--- src/rtl/adc_spi_responder_if.sv ---
// Sample stream, SPI pins and frame status of one emulated serial ADC channel.
interface adc_spi_responder_if #(
  parameter int unsigned DATA_W = 22
);
  logic [DATA_W-1:0] sample_data;
  logic              sample_valid;
  logic              sample_ready;
  logic              spi_cs_pin;
  logic              spi_clk_pin;
  logic              spi_miso_pin;
  logic              frame_done;
  logic              frame_abort;
  logic              stale;

  modport master (
    output sample_data, sample_valid, spi_cs_pin, spi_clk_pin,
    input  sample_ready, spi_miso_pin, frame_done, frame_abort, stale
  );

  modport slave (
    input  sample_data, sample_valid, spi_cs_pin, spi_clk_pin,
    output sample_ready, spi_miso_pin, frame_done, frame_abort, stale
  );
endinterface

--- src/rtl/adc_spi_responder.sv ---
// SPI-slave emulator of a 22-bit serial ADC: serves parallel samples MSB-first after two
// zero lead bits. Define ADC_DRDY_EN to wait (MISO busy-high) for a fresh sample instead of repeating.
module adc_spi_responder #(
  parameter int unsigned DATA_W    = 22,
  parameter int unsigned LEAD_BITS = 2
) (
  input logic                clk,
  input logic                rst,
  adc_spi_responder_if.slave bus
);
  localparam int unsigned FRAME_BITS = LEAD_BITS + DATA_W;
  localparam int unsigned CNT_W      = $clog2(FRAME_BITS + 1);

  typedef enum logic [2:0] {
    IDLE,
    LOAD,
    SHIFT,
    DONE,
    WAIT_RDY,
    DRDY
  } state_t;

  state_t state, state_nx;

  logic cs_meta, cs_sync, cs_prev;
  logic sck_meta, sck_sync, sck_prev;
  logic cs_fall, cs_rise, sck_rise, sck_fall;

  logic                  hold_full;
  logic [DATA_W-1:0]     hold;
  logic [DATA_W-1:0]     last;
  logic [FRAME_BITS-1:0] shift_reg;
  logic [CNT_W-1:0]      bit_cnt;
  logic                  stale_q, done_q, abort_q;

  logic accept, load_go, use_hold, done_evt, abort_evt, miso;

  // CS idles high out of reset so a pin held low produces a clean falling edge.
  always_ff @(posedge clk or posedge rst) begin
    if (rst) begin
      cs_meta  <= 1'b1;
      cs_sync  <= 1'b1;
      cs_prev  <= 1'b1;
      sck_meta <= 1'b0;
      sck_sync <= 1'b0;
      sck_prev <= 1'b0;
    end else begin
      cs_meta  <= bus.spi_cs_pin;
      cs_sync  <= cs_meta;
      cs_prev  <= cs_sync;
      sck_meta <= bus.spi_clk_pin;
      sck_sync <= sck_meta;
      sck_prev <= sck_sync;
    end
  end

  assign cs_fall  = cs_prev & ~cs_sync;
  assign cs_rise  = ~cs_prev & cs_sync;
  assign sck_rise = ~sck_prev & sck_sync;
  assign sck_fall = sck_prev & ~sck_sync;
  assign accept   = bus.sample_valid & ~hold_full;

  always_ff @(posedge clk or posedge rst) begin
    if (rst) state <= IDLE;
    else     state <= state_nx;
  end

  always_comb begin
    state_nx  = state;
    load_go   = 1'b0;
    use_hold  = 1'b0;
    done_evt  = 1'b0;
    abort_evt = 1'b0;
    case (state)
      IDLE: begin
        if (cs_fall) begin
`ifdef ADC_DRDY_EN
          if (hold_full) begin
            state_nx = LOAD;
            load_go  = 1'b1;
            use_hold = 1'b1;
          end else begin
            state_nx = WAIT_RDY;
          end
`else
          state_nx = LOAD;
          load_go  = 1'b1;
          use_hold = hold_full;
`endif
        end
      end
      WAIT_RDY: begin
        if (cs_rise)        state_nx = IDLE;
        else if (hold_full) state_nx = DRDY;
      end
      DRDY: begin
        if (cs_rise) begin
          state_nx = IDLE;
        end else begin
          state_nx = LOAD;
          load_go  = 1'b1;
          use_hold = 1'b1;
        end
      end
      LOAD: begin
        if (cs_rise) begin
          state_nx  = IDLE;
          abort_evt = 1'b1;
        end else begin
          state_nx = SHIFT;
        end
      end
      SHIFT: begin
        if (cs_rise) begin
          state_nx  = IDLE;
          abort_evt = 1'b1;
        end else if (sck_rise && bit_cnt == CNT_W'(FRAME_BITS - 1)) begin
          state_nx = DONE;
          done_evt = 1'b1;
        end
      end
      DONE: begin
        if (cs_rise) state_nx = IDLE;
      end
      default: state_nx = IDLE;
    endcase
  end

  always_comb begin
    miso = 1'b1;
    if (!cs_sync) begin
      case (state)
        LOAD, SHIFT: miso = shift_reg[FRAME_BITS-1];
        DONE, DRDY:  miso = 1'b0;
        default:     miso = 1'b1;
      endcase
    end
  end

  // A load landing on the CS-fall cycle only fills hold; the frame was already decided.
  always_ff @(posedge clk or posedge rst) begin
    if (rst) begin
      hold_full <= 1'b0;
      hold      <= '0;
      last      <= '0;
      shift_reg <= '0;
      bit_cnt   <= '0;
      stale_q   <= 1'b0;
      done_q    <= 1'b0;
      abort_q   <= 1'b0;
    end else begin
      done_q  <= done_evt;
      abort_q <= abort_evt;

      if (use_hold) begin
        hold_full <= 1'b0;
      end else if (accept) begin
        hold_full <= 1'b1;
        hold      <= bus.sample_data;
      end

      if (load_go) begin
        if (use_hold) begin
          shift_reg <= {{LEAD_BITS{1'b0}}, hold};
          last      <= hold;
          stale_q   <= 1'b0;
        end else begin
          shift_reg <= {{LEAD_BITS{1'b0}}, last};
          stale_q   <= 1'b1;
        end
      end else if (state == SHIFT && sck_fall) begin
        shift_reg <= {shift_reg[FRAME_BITS-2:0], 1'b0};
      end

      if (cs_fall || load_go)           bit_cnt <= '0;
      else if (state == SHIFT && sck_rise) bit_cnt <= bit_cnt + 1'b1;
    end
  end

  assign bus.sample_ready = ~hold_full;
  assign bus.spi_miso_pin = miso;
  assign bus.frame_done   = done_q;
  assign bus.frame_abort  = abort_q;
  assign bus.stale        = stale_q;
endmodule

--- src/flat_wrapper.sv ---
// flat-port wrapper written by rule: the top's interface ports become plain ports
module adc_spi_responder_flat 
#(
  parameter int unsigned DATA_W    = 22,
  parameter int unsigned LEAD_BITS = 2
)
  (clk, rst, bus_sample_data, bus_sample_valid, bus_spi_cs_pin, bus_spi_clk_pin, bus_sample_ready, bus_spi_miso_pin, bus_frame_done, bus_frame_abort, bus_stale);
  adc_spi_responder_if #(.DATA_W(DATA_W)) bus_i ();
  input logic clk;
  input logic rst;
  input wire logic [$bits(bus_i.sample_data)-1:0] bus_sample_data;
  input wire logic [$bits(bus_i.sample_valid)-1:0] bus_sample_valid;
  input wire logic [$bits(bus_i.spi_cs_pin)-1:0] bus_spi_cs_pin;
  input wire logic [$bits(bus_i.spi_clk_pin)-1:0] bus_spi_clk_pin;
  output wire logic [$bits(bus_i.sample_ready)-1:0] bus_sample_ready;
  output wire logic [$bits(bus_i.spi_miso_pin)-1:0] bus_spi_miso_pin;
  output wire logic [$bits(bus_i.frame_done)-1:0] bus_frame_done;
  output wire logic [$bits(bus_i.frame_abort)-1:0] bus_frame_abort;
  output wire logic [$bits(bus_i.stale)-1:0] bus_stale;
  assign bus_i.sample_data = bus_sample_data;
  assign bus_i.sample_valid = bus_sample_valid;
  assign bus_i.spi_cs_pin = bus_spi_cs_pin;
  assign bus_i.spi_clk_pin = bus_spi_clk_pin;
  assign bus_sample_ready = bus_i.sample_ready;
  assign bus_spi_miso_pin = bus_i.spi_miso_pin;
  assign bus_frame_done = bus_i.frame_done;
  assign bus_frame_abort = bus_i.frame_abort;
  assign bus_stale = bus_i.stale;
  adc_spi_responder #(.DATA_W(DATA_W), .LEAD_BITS(LEAD_BITS)) u_core (.clk(clk), .rst(rst), .bus(bus_i));
endmodule
--- config.mk ---
export PLATFORM = sky130hd
export DESIGN_NAME = adc_spi_responder_flat
export DESIGN_NICKNAME = d
export VERILOG_FILES = /design/src/rtl/adc_spi_responder_if.sv /design/src/rtl/adc_spi_responder.sv /design/src/flat_wrapper.sv
export SDC_FILE = /design/constraint.sdc
export NUM_CORES = 1
export LEC_CHECK = 0
export ABC_AREA = 1
export CAP_MARGIN = 30
export CORE_UTILIZATION = 52
export DETAILED_ROUTE_END_ITERATION = 8
export PLACE_DENSITY = 0.75
export SLEW_MARGIN = 20
export SYNTH_ARGS = -nofsm -noshare
export SYNTH_HDL_FRONTEND = slang
export SYNTH_SLANG_ARGS = --single-unit
export TNS_END_PERCENT = 10
--- constraint.sdc ---
create_clock -name clk -period 2.5 [get_ports clk]
set_input_delay 0.5 -clock clk [delete_from_list [all_inputs] [get_ports clk]]
set_output_delay 0.5 -clock clk [all_outputs]
set_load 0.01 [all_outputs]
## Yosys cells after proc, flatten, opt, wreduce, memory -nomap -nowiden

Index checks and enable logic that the tools add are counted.

| cells by class | value |
|---|---|
| bitwise gates (word level) | 11 |
| equality and inequality tests | 10 |
| add/subtract/negate cells | 1 |
| mux-type cells | 29 |
| reductions and logical operators | 13 |

Operator list:

| kind | number |
|---|---|
| $mux W24 | 2 |
| $mux W22 | 1 |
| $mux W3 | 6 |
| $pmux W3 S6 | 1 |
| $mux W1 | 13 |
| $mux W5 | 2 |
| $eq A3 B2 Y1 const B | 2 |
| $eq A3 B3 Y1 const B | 2 |
| $ne A3 B1 Y1 const B | 2 |
| $not A1 Y1 | 6 |
| $pmux W1 S2 | 3 |
| $reduce_bool A2 Y1 | 3 |
| $add A5 B1 Y5 const B | 1 |
| $and A1 B1 Y1 | 5 |
| $eq A5 B5 Y1 const B | 1 |
| $ne A2 B1 Y1 const B | 2 |
| $reduce_and A2 Y1 | 2 |
| $reduce_and A4 Y1 | 1 |
| $reduce_or A2 Y1 | 2 |
| $eq A3 B1 Y1 const B | 1 |
| $logic_and A1 B1 Y1 | 3 |
| $logic_not A3 Y1 | 1 |
| $mux W2 | 1 |
| $logic_or A1 B1 Y1 | 1 |

| storage, ports and cells | value |
|---|---|
| bits of input ports | 27 |
| word-level logic and storage cells | 79 |
| bits in registers | 86 |

## Logic depth before layout (Yosys ltp)

Gate-level depths: netlist (run 1).

| depth | value |
|---|---|
| depth after elaboration | 6 |
| depth in mapped cells | 10 |
| mapped depth without buffers | 10 |

## Least setup slack after synthesis (run 1)

OpenSTA, ideal clock, no wires.

| path | value |
|---|---|
| path kind | flip-flop to output port |
| start point | reg u_core.state[2] |
| end point | out bus_spi_miso_pin |
| slack | 0.925 ns |
| arrival | 1.075 ns |
| cell stages (with the launch flop) | 6 |
| buffers on the path | 0 |
| cell sequence | dfrtp_1 > nor2_2 > nand2_1 > nand2_1 > inv_1 > o221ai_1 |

| on the way | value |
|---|---|
| longest elaborated chain between the ends | 4 |
| elaborated cells on any way between the ends | 8 |
| classes of those cells | eq/ne: 4; mux: 2; reduce/logical: 2 |

RTL lines:

| item | RTL line | text |
|---|---|---|
| from (decl) | adc_spi_responder.sv:23 | `state_t state, state_nx;` |
| from (signal assigned) | adc_spi_responder.sv:65 | `else state <= state_nx;` |
| $eq A3 B3 Y1 (tied with other cells) | adc_spi_responder.sv:132 | `case (state)` |
| $reduce_or A2 Y1, on equally long branches | n/a |  |
| $pmux W1 S2 * | adc_spi_responder.sv:132 |  |
| $mux W1 * | adc_spi_responder.sv:131 | `if (!cs_sync) begin` |
| to (decl) | flat_wrapper.sv:16 | `output wire logic [$bits(bus_i.spi_miso_pin)-1:0] bus_spi_miso_pin;` |

Every way passes the cells marked *; elsewhere a longest branch is shown, timed or not.

## Worst setup path after layout (run 1)

| path | value |
|---|---|
| start point | reg u_core.hold_full |
| end point | out bus_sample_ready |

| on the way | value |
|---|---|
| longest elaborated chain between the ends | 1 |

RTL lines:

| item | RTL line | text |
|---|---|---|
| from (decl) | adc_spi_responder.sv:29 | `logic hold_full;` |
| from (signal assigned) | adc_spi_responder.sv:143 | `hold_full <= 1'b0;` |
| from (signal assigned) | adc_spi_responder.sv:156 | `hold_full <= 1'b0;` |
| from (signal assigned) | adc_spi_responder.sv:158 | `hold_full <= 1'b1;` |
| $not A1 Y1 | adc_spi_responder.sv:180 | `assign bus.sample_ready = ~hold_full;` |
| to (decl) | flat_wrapper.sv:15 | `output wire logic [$bits(bus_i.sample_ready)-1:0] bus_sample_ready;` |

No other way between the ends.

==> results.yml, run 1 <==
worst_setup_path:
  critical_path.endpoint_type: "output port"
  criticalPathCategory: "reg2out"
  start_kind: "register"
  path_max_fanout: 9
  cp.required_ns: 2.00
  crit_arrival_ns: 1.61
route:
  drc_errors: 0
  ant_nets: 0
  via_per_inst: 5.08
  wl_per_cell_um: 12.8
  drt_iter0_drc: 242
  vias: 2982
  finalWirelength_um: 7540
  drt_first_pass_iters: 4
floorplanning:
  die_y_um: 88.5
  start_util_pct: 53.7
  core-area_um2: 7250
  die_w_um: 88.5
  std_cell_rows: 31
  io_pins: 32
  die_area_um2: 7840
timing:
  slew_headroom_pct: 67.6
  report.final.slew_viol_count: 0
  final.setup.tns_ns: 0
  finalHoldViolCount: 0
  fin_crit_sh_pct: 84.6
  clock_skew_ns: 0.0116
  min_period_ns: 2.11
  tightest_slew_ns: 0.484
  setup_viol: 0
  fmax_mhz: 473
  rsz0062_at_grt: "no"
logic_synthesis:
  synth_edf_count: 0
  yosysWarnings: 0
  async_flop_share_pct: 100
  yosys.area.top_type: "dfrtp_1"
  syn_area_per_cell_um2: 8.59
  synth_ff_type: "dfrtp_1"
  synth_nets: 481
  syn-cell-area_um2: 3890
  synth.distinct_cells: 33
  synth_seq_cells: 86
  yosys-top-cells-area: "dfrtp_1 53%, nand2_1 12%, nand3_1 6.3%"
  synth_cells: 453
  seq_area_frac_synth_pct: 55.4
  synth_top_area_share_pct: 53.4
clocking:
  clkTransAtPathRegs_ns: 0.08
  clock_sinks: 86
  cts_buffers: 9
  cts_htree_levels: 3
  clockBufferDepth: 2
  cts_tree: "done"
  insertion_delay_ns: 0.34
  clockRootBuffer: "clkbuf_8"
  postCtsSetupBuffers: 0
finish:
  largest_register_ffs: 24
  area_growth_pct: 15.5
  num-fill-cells: 640
  drive_gt1_share_pct: 8.81
  antenna_cells: 0
  nNetsFinal: 511
  stdcell_area_um2: 4500
power_and_ir_drop:
  power_frac_comb_pct: 29.5
  switching_share_pct: 34.3
  peakVddDrop_v: 0.000520
  p_seq_share_pct: 49.0
  power_density_nw_per_um2: 1030
  power_frac_clock_pct: 21.4
  power.switching_mw: 1.59
  leakagePower_nw: 2.23
  p_int_mw: 3.05
placed_design:
  io_buffers: 31
  placed_cell_area_um2: 4280
  dp_hpwl_um: 4900
  globalplace.congestion: 0.897
flow_run:
  maxCapViolCount: 0
global_routing:
  overflow: 0
  antenna_found_initial: 0
  grt_pass1_vias: 2817
  grt_max_degree: 46
  grt_pass1_wl_um: 13000
  track_usage_pct: 21.7
outcome:
  outcome: "finished, final reports clean"
min_path:
  hold_class: "reg2reg"
==> cell families after synthesis <==
logic type	count (synthesis)	synth area share (%)
fa+ha+maj	1	0.321
compound gates	47	6.27
simple gates	236	28.4
xor+xnor	3	0.675
flops	86	55.4
buf+inv	80	8.90
==> synthesized netlist by cell type (all sizes together), types with 2 or more instances <==
cell	count
nor2	22
buf	17
clkbuf	3
xnor2	2
nand2	132
o22ai	2
o21ai	40
a21oi	3
nor3	2
dfrtp	83
inv	60
nand4	19
nand3	51
or2	9
dfstp	3
==> critical path, cell delays in order (launching register included) <==
cell             delay, ns
dfrtp_1               0.41
inv_1                 0.26
clkdlybuf4s50_1       0.61
==> repair_timing <==
item,CTS,global route
hold buffers,0,0
resized for setup,1,3
setup endpoints to repair,1,1
==> through the flow <==
step	hold WS, ns	cells	utilization (%)	worst slack (ns)	total power [mW]
after floorplan	0.331	453	-	0.925	3.29
after global placement	0.345	571	59.0	0.432	3.59
after detailed placement	0.352	571	59.0	0.368	3.66
after CTS	0.372	587	61.9	0.0539	4.66
after global routing	0.375	587	62.0	0.315	4.99
final	0.368	587	62.0	0.385	4.64
==> cell usage in the layout (no fill, tap or decap), types with 2 or more instances in the layout <==
cell	instances
o21ai_0	19
dfstp_2	3
nor2_4	3
o22ai_1	2
inv_2	3
clkbuf_8	11
buf_4	7
nand4_1	18
o21ai_1	21
or2_1	7
nand3_1	49
dfrtp_1	81
nor2_1	17
clkdlybuf4s50_1	30
a21oi_1	3
nand2_1	129
or2_0	2
inv_1	56
xnor2_1	2
nand3_2	2
dfrtp_2	2
clkinvlp_4	3
clkbuf_1	2
nand2_4	2
==> per-layer routing <==
layer | up-vias | wire [µm] | part of all wire (%) | track usage [%]
met2 | 63 | 3560 | 47 | 33.4
met3 | 4 | 299 | 4.0 | 3.73
li1 | 1508 | - | - | -
met1 | 1407 | 3620 | 48 | 31.0
met5 | - | 0 | 0 | 0
met4 | 0 | 65 | 0.86 | 8.50
==> power by group through the flow <==
| stage | Sequential (mW) | Combinational, mW | Clock, mW |
|---|---|---|---|
| floorplan | 2.22 | 1.08 | 0 |
| global placement | 2.27 | 1.32 | 0 |
| detailed placement | 2.29 | 1.37 | 0 |
| CTS | 2.27 | 1.39 | 1.00 |
| global route | 2.34 | 1.59 | 1.06 |
| finish | 2.27 | 1.37 | 0.995 |
==> path summary, 6_finish.rpt <==
path                                              start                                to  slack, ns  cells past startpoint
max in group asynchronous                           rst          u_core.cs_sync$_DFF_PP1_       1.31                      3
min                           u_core.sck_meta$_DFF_PP0_         u_core.sck_sync$_DFF_PP0_       0.37                      0
min reg2reg                   u_core.sck_meta$_DFF_PP0_         u_core.sck_sync$_DFF_PP0_       0.37                      0
max reg2reg                    u_core.cs_sync$_DFF_PP1_  u_core.shift_reg[21]$_DFFE_PP0P_       0.55                      9
min in group asynchronous                           rst        u_core.hold[3]$_DFFE_PP0P_       0.51                      2
max                        u_core.hold_full$_DFFE_PP0P_                  bus_sample_ready       0.39                      2
==> area by class of cell <==
class,count,area (µm²),share of cell area (%)
clock buffer,13,159,3.53
tap,99,124,2.76
inverter,60,229,5.09
sequential,86,2160,48.0
timing repair buffer,39,385,8.57
multi-input combinational,287,1400,31.0
clock inverter,3,45.0,1.00
Note: power is estimated with default switching activity, not from simulation.
==> inputs of run 2 (changes only) <==
==> constraint.sdc (replaced) <==
create_clock -name clk -period 1.7 [get_ports clk]
set_input_delay 0.34 -clock clk [delete_from_list [all_inputs] [get_ports clk]]
set_output_delay 0.34 -clock clk [all_outputs]
set_load 0.01 [all_outputs]
==> run 2 against run 1 <==
The flow now finishes with violations (setup timing). Via count up 3.8%. Clock skew decreased by 0.0013 ns. Non-clock buffer count grew 28. Hold slack got worse by 0.062 ns. First-iteration DRC count shrank 5.0%. Sequential cell count unchanged. Utilization grew 4.9 points. Global-route usage rose by 2.1 points. Routed wire length grew 7.4%. Sequential share of layout area is 3.5 points lower. Die area unchanged. Total power rose by 59%. Critical endpoint is now bus_spi_miso_pin. Largest power group unchanged.
==> results.yml, run 2 (same netlist as run 1, synthesis figures left out) <==
outcome:
  outcome: "finished, violations left"
  violations: "setup timing"
finish:
  num-fill-cells: 587
  drive_gt1_share_pct: 14.9
  stdcell_area_um2: 4850
  final_cells: 615
  area_growth_pct: 24.6
  nNetsFinal: 539
  final_common_cell: "nand2_1"
  largest_register_ffs: 24
  antenna_cells: 0
  layout_common_cells: "127 x nand2_1, 82 x dfrtp_1, 55 x inv_1, 49 x nand3_1, 29 x clkdlybuf4s50_1"
worst_setup_path:
  start_kind: "register"
  critical_path.endpoint_type: "output port"
  crit_arrival_ns: 1.39
  criticalPathCategory: "reg2out"
  cp.required_ns: 1.36
  path_max_fanout: 4
timing:
  slew_headroom_pct: 76.1
  rsz0062_at_grt: "yes"
  min_period_ns: 1.73
  report.final.slew_viol_count: 0
  finalHoldViolCount: 0
  setup_viol: 1
  fin_crit_sh_pct: 102
  fmax_mhz: 577
  tightest_slew_ns: 0.358
  clock_skew_ns: 0.0104
  final.setup.tns_ns: -0.0333
  hold_slack_ns: 0.307
  layout_setup_ws_ns: -0.0333
placed_design:
  globalplace.congestion: 0.875
  placed_cell_area_um2: 4520
  dp_hpwl_um: 5450
  dp.cells: 596
  io_buffers: 31
clocking:
  cts-hold-fix-buffers: 0
  clockBufferDepth: 2
  clockRootBuffer: "clkbuf_8"
  cts_buffers: 9
  clock_sinks: 86
  cts_htree_levels: 3
  cts_tree: "done"
  clkTransAtPathRegs_ns: 0.09
  insertion_delay_ns: 0.36
global_routing:
  track_usage_pct: 23.8
  overflow: 0
  grt_max_degree: 45
  grt_pass1_vias: 2986
  antenna_found_initial: 0
  grt_pass1_wl_um: 13800
floorplanning:
  start_util_pct: 53.7
  core-area_um2: 7250
  die_y_um: 88.5
  std_cell_rows: 31
  io_pins: 32
  die_area_um2: 7840
  die_w_um: 88.5
route:
  drt_first_pass_iters: 4
  wl_per_cell_um: 13.2
  ant_nets: 0
  vias: 3094
  finalWirelength_um: 8100
  via_per_inst: 5.03
  drc_errors: 0
  drt_iter0_drc: 230
min_path:
  hold_class: "in2async"
flow_run:
  maxCapViolCount: 0
power_and_ir_drop:
  power_density_nw_per_um2: 1520
  leakagePower_nw: 2.41
  peakVddDrop_v: 0.000759
-- run 2: final timing paths --
| check | startpoint | endpoint | slack (ns) | depth (start not counted) |
|---|---|---|---|---|
| hold reg to reg | u_core.sck_meta$_DFF_PP0_ | u_core.sck_sync$_DFF_PP0_ | 0.36 | 0 |
| min in group clk | u_core.sck_meta$_DFF_PP0_ | u_core.sck_sync$_DFF_PP0_ | 0.36 | 0 |
| setup / recovery | u_core.state[0]$_DFFE_PP0P_ | bus_spi_miso_pin | -0.03 | 7 |
| hold / removal | rst | u_core.last[3]$_DFFE_PP0P_ | 0.31 | 2 |
| max in group asynchronous | rst | u_core.hold[8]$_DFFE_PP0P_ | 0.90 | 3 |
| setup reg to reg | u_core.state[1]$_DFFE_PP0P_ | u_core.shift_reg[2]$_DFFE_PP0P_ | 0.08 | 10 |
-- run 2: layout make-up --
type / instances / area, µm² / share of cell area [%]
clock buffer: 10 / 138 / 2.84
timing repair buffer: 67 / 686 / 14.1
clock inverter: 6 / 92.6 / 1.91
sequential: 86 / 2160 / 44.5
inverter: 60 / 231 / 4.77
tap: 99 / 124 / 2.55
multi-input combinational: 287 / 1420 / 29.3
-- run 2: power by group --
group / switching [mW] / total, mW / internal [mW]
clock network: 0.766 / 1.64 / 0.878
registers: 0.445 / 3.34 / 2.90
logic: 1.31 / 2.39 / 1.08
-- run 2: repair_timing --
action | CTS | global route
pin swaps | 2 | 7
resized for setup | 6 | 19
buffers inserted | 0 | 2
cloned | 0 | 1
hold endpoints to repair | 0 | 0
endpoints found under the setup margin | 2 | 54
-- run 2: metal layers --
layer,track usage [%],part of all wire (%)
met1,33.1,47
met2,36.8,48
met3,5.13,3.2
met4,9.09,1.5
met5,0,0
-- run 2: metrics by stage --
step           power (mW)  utilization [%]  setup slack (ns)
2_1_floorplan        4.84                -             0.135
3_3_place_gp         5.53             62.3           -0.0267
3_5_place_dp         5.64             62.3           -0.0920
4_1_cts              7.28             65.4           -0.0586
5_1_grt              7.94             66.9            -0.134
6_report             7.38             66.9           -0.0333
-- run 2: worst max-delay path, cell delays in order, from the launching register on --
cell and delay (ns):
dfrtp_1 0.41, inv_1 0.07, nor2_2 0.11, nand2_1 0.06, nand2_1 0.06, inv_1 0.05
o221ai_1 0.13, buf_2 0.16
==> inputs of run 3 (changes only) <==
--- a/config.mk
+++ b/config.mk
@@ -7,7 +7,9 @@
 export LEC_CHECK = 0
 export ABC_AREA = 1
 export CAP_MARGIN = 30
+export CORE_ASPECT_RATIO = 1.4
 export CORE_UTILIZATION = 52
+export CTS_CLUSTER_SIZE = 30
 export DETAILED_ROUTE_END_ITERATION = 8
 export PLACE_DENSITY = 0.75
 export SLEW_MARGIN = 20
==> run 3 against run 2 <==
The flow still finishes with violations (setup timing). Via count is 0.29% lower. Highest routed layer unchanged. Largest cell class unchanged. Critical endpoint unchanged. Sequential cell count stayed put. Routed wire length is 0.93% lower. Non-clock buffer count is 2 higher. Hold slack better by 0.051 ns.
==> results.yml, run 3 (same netlist as run 1, synthesis figures left out) <==
outcome:
  outcome: "finished, violations left"
  violations: "setup timing"
timing:
  rsz0062_at_grt: "yes"
  slew_headroom_pct: 83.9
  fin_crit_sh_pct: 104
  min_period_ns: 1.77
  report.final.slew_viol_count: 0
  clock_skew_ns: 0.00592
  final.setup.tns_ns: -0.0732
  fmax_mhz: 564
  layout_setup_ws_ns: -0.0732
  finalHoldViolCount: 0
  setup_viol: 1
  tightest_slew_ns: 0.241
worst_setup_path:
  endpoint: "bus_spi_miso_pin"
  crit_top_cell: "nand2_1"
  crit_slowest_cell: "dfrtp_1"
  criticalPathCategory: "reg2out"
  cp.required_ns: 1.36
  critPathLaunch: "u_core.state[2]$_DFFE_PP0P_"
  crit_path_max_incr_delay_ns: 0.43
  r2r-end: "u_core.shift_reg[13]$_DFFE_PP0P_"
  r2r_cells: 11
  rrSetupSlack_ns: 0.07
  crit_arrival_ns: 1.43
  critical_path.endpoint_type: "output port"
  r2r-start: "u_core.state[1]$_DFFE_PP0P_"
  cp_cell_sequence: "nor2_2 -> nand2_1 -> nand2_1 -> inv_1 -> o221ai_2 -> buf_2"
  path_max_fanout: 4
  start_kind: "register"
finish:
  antenna_cells: 0
  drive_gt1_share_pct: 15.6
  largest_register_ffs: 24
  final_common_cell: "nand2_1"
  nNetsFinal: 541
  area_growth_pct: 23.3
  layout_common_cells: "126 x nand2_1, 83 x dfrtp_1, 53 x inv_1, 49 x nand3_1, 30 x buf_4"
power_and_ir_drop:
  peakVddDrop_v: 0.000818
  p_total_mw: 7.21
  power_frac_clock_pct: 20.2
  switching_share_pct: 34.1
  p_seq_share_pct: 46.3
  p_int_mw: 4.74
  power_density_nw_per_um2: 1500
  leakagePower_nw: 2.39
  power_frac_comb_pct: 33.5
  power.switching_mw: 2.46
clocking:
  clkTransAtPathRegs_ns: 0.08
  clockRootBuffer: "clkbuf_8"
  cts_tree: "done"
  clock_sinks: 86
  cts_buffers: 9
  clockBufferDepth: 2
  insertion_delay_ns: 0.37
  cts_htree_levels: 3
floorplanning:
  die_w_um: 75.1
  io_pins: 32
  die_area_um2: 7840
  die_y_um: 104
  std_cell_rows: 37
  start_util_pct: 53.2
  core-area_um2: 7310
global_routing:
  grt_pass1_vias: 3050
  overflow: 0
  grt_pass1_wl_um: 13900
  track_usage_pct: 24.0
  grt_max_degree: 45
  antenna_found_initial: 0
route:
  ant_nets: 0
  via_per_inst: 5.02
  finalWirelength_um: 8030
  vias: 3085
  drt_iter0_drc: 191
  wl_per_cell_um: 13.1
  drc_errors: 0
  drt_first_pass_iters: 4
min_path:
  min_path_cells: 0
  hold_class: "reg2reg"
placed_design:
  globalplace.congestion: 0.820
  dp_hpwl_um: 5430
  io_buffers: 31
flow_run:
  maxCapViolCount: 0
[run 3: changes by cell type in the layout (fill, tap and decap cells not counted), moves of 2 or more]
cell | previous run | this run
buf_4 | 25 | 30
inv_1 | 55 | 53
inv_6 | 2 | 0
clkinv_2 | 0 | 3
[run 3: power by group through the flow]
stage                     logic (mW)  registers [mW]  clock network (mW)
after floorplan                 1.58            3.26                   0
after global routing            2.76            3.44                1.56
after CTS                       2.35            3.33                1.49
after detailed placement        2.29            3.36                   0
final                           2.41            3.33                1.46
after global placement          2.20            3.32                   0
[run 3: critical path: cells and delay by family, from the launching register on]
kind	cells	cell delay, ns
DFF	1	0.43
AOI/OAI and AO/OA	1	0.13
buffers and inverters	2	0.22
and+or+nand+nor	3	0.30
[run 3: worst min-delay path by stage]
stage / from / to
floorplan: u_core.sck_meta$_DFF_PP0_ / u_core.sck_sync$_DFF_PP0_
global placement: u_core.sck_meta$_DFF_PP0_ / u_core.sck_sync$_DFF_PP0_
detailed placement: u_core.sck_meta$_DFF_PP0_ / u_core.sck_sync$_DFF_PP0_
CTS: u_core.cs_meta$_DFF_PP1_ / u_core.cs_sync$_DFF_PP1_
global route: u_core.cs_meta$_DFF_PP1_ / u_core.cs_sync$_DFF_PP1_
finish: u_core.cs_meta$_DFF_PP1_ / u_core.cs_sync$_DFF_PP1_
[run 3: timing repair]
item	in CTS	in global routing
setup buffers	3	2
setup endpoints to repair	2	37
endpoints found under the hold margin	0	0
resized for setup	8	14
hold buffers	0	0
pin swaps	1	3
[run 3: final cells by class]
| type | count | area [µm²] |
|---|---|---|
| clock buffers | 12 | 155 |
| inverters | 60 | 235 |
| repair buffers | 69 | 663 |
| clock inverters | 4 | 45.0 |
| well taps | 97 | 121 |
| flip-flops and latches | 86 | 2160 |
| fillers | 639 | 2510 |
| multi-input cells | 287 | 1430 |
[run 3: routing by layer]
metal,GRT usage (%),up-vias,part of all wire [%]
li1,-,1565,-
met1,32.5,1441,43
met3,5.81,10,4.0
met5,0,-,0
met4,10.5,0,1.7
met2,36.5,69,51
[run 3: per-stage QoR]
step,std cells,setup slack [ns],area [µm²],util [%],hold WS [ns]
finish,615,-0.0732,4800,65.6,0.358
global route,615,-0.163,4800,65.6,0.368
CTS,613,-0.0808,4740,64.8,0.358
detailed placement,594,-0.141,4520,61.8,0.336
global placement,594,-0.0463,4520,61.8,0.349
floorplan,453,0.135,3900,-,0.331
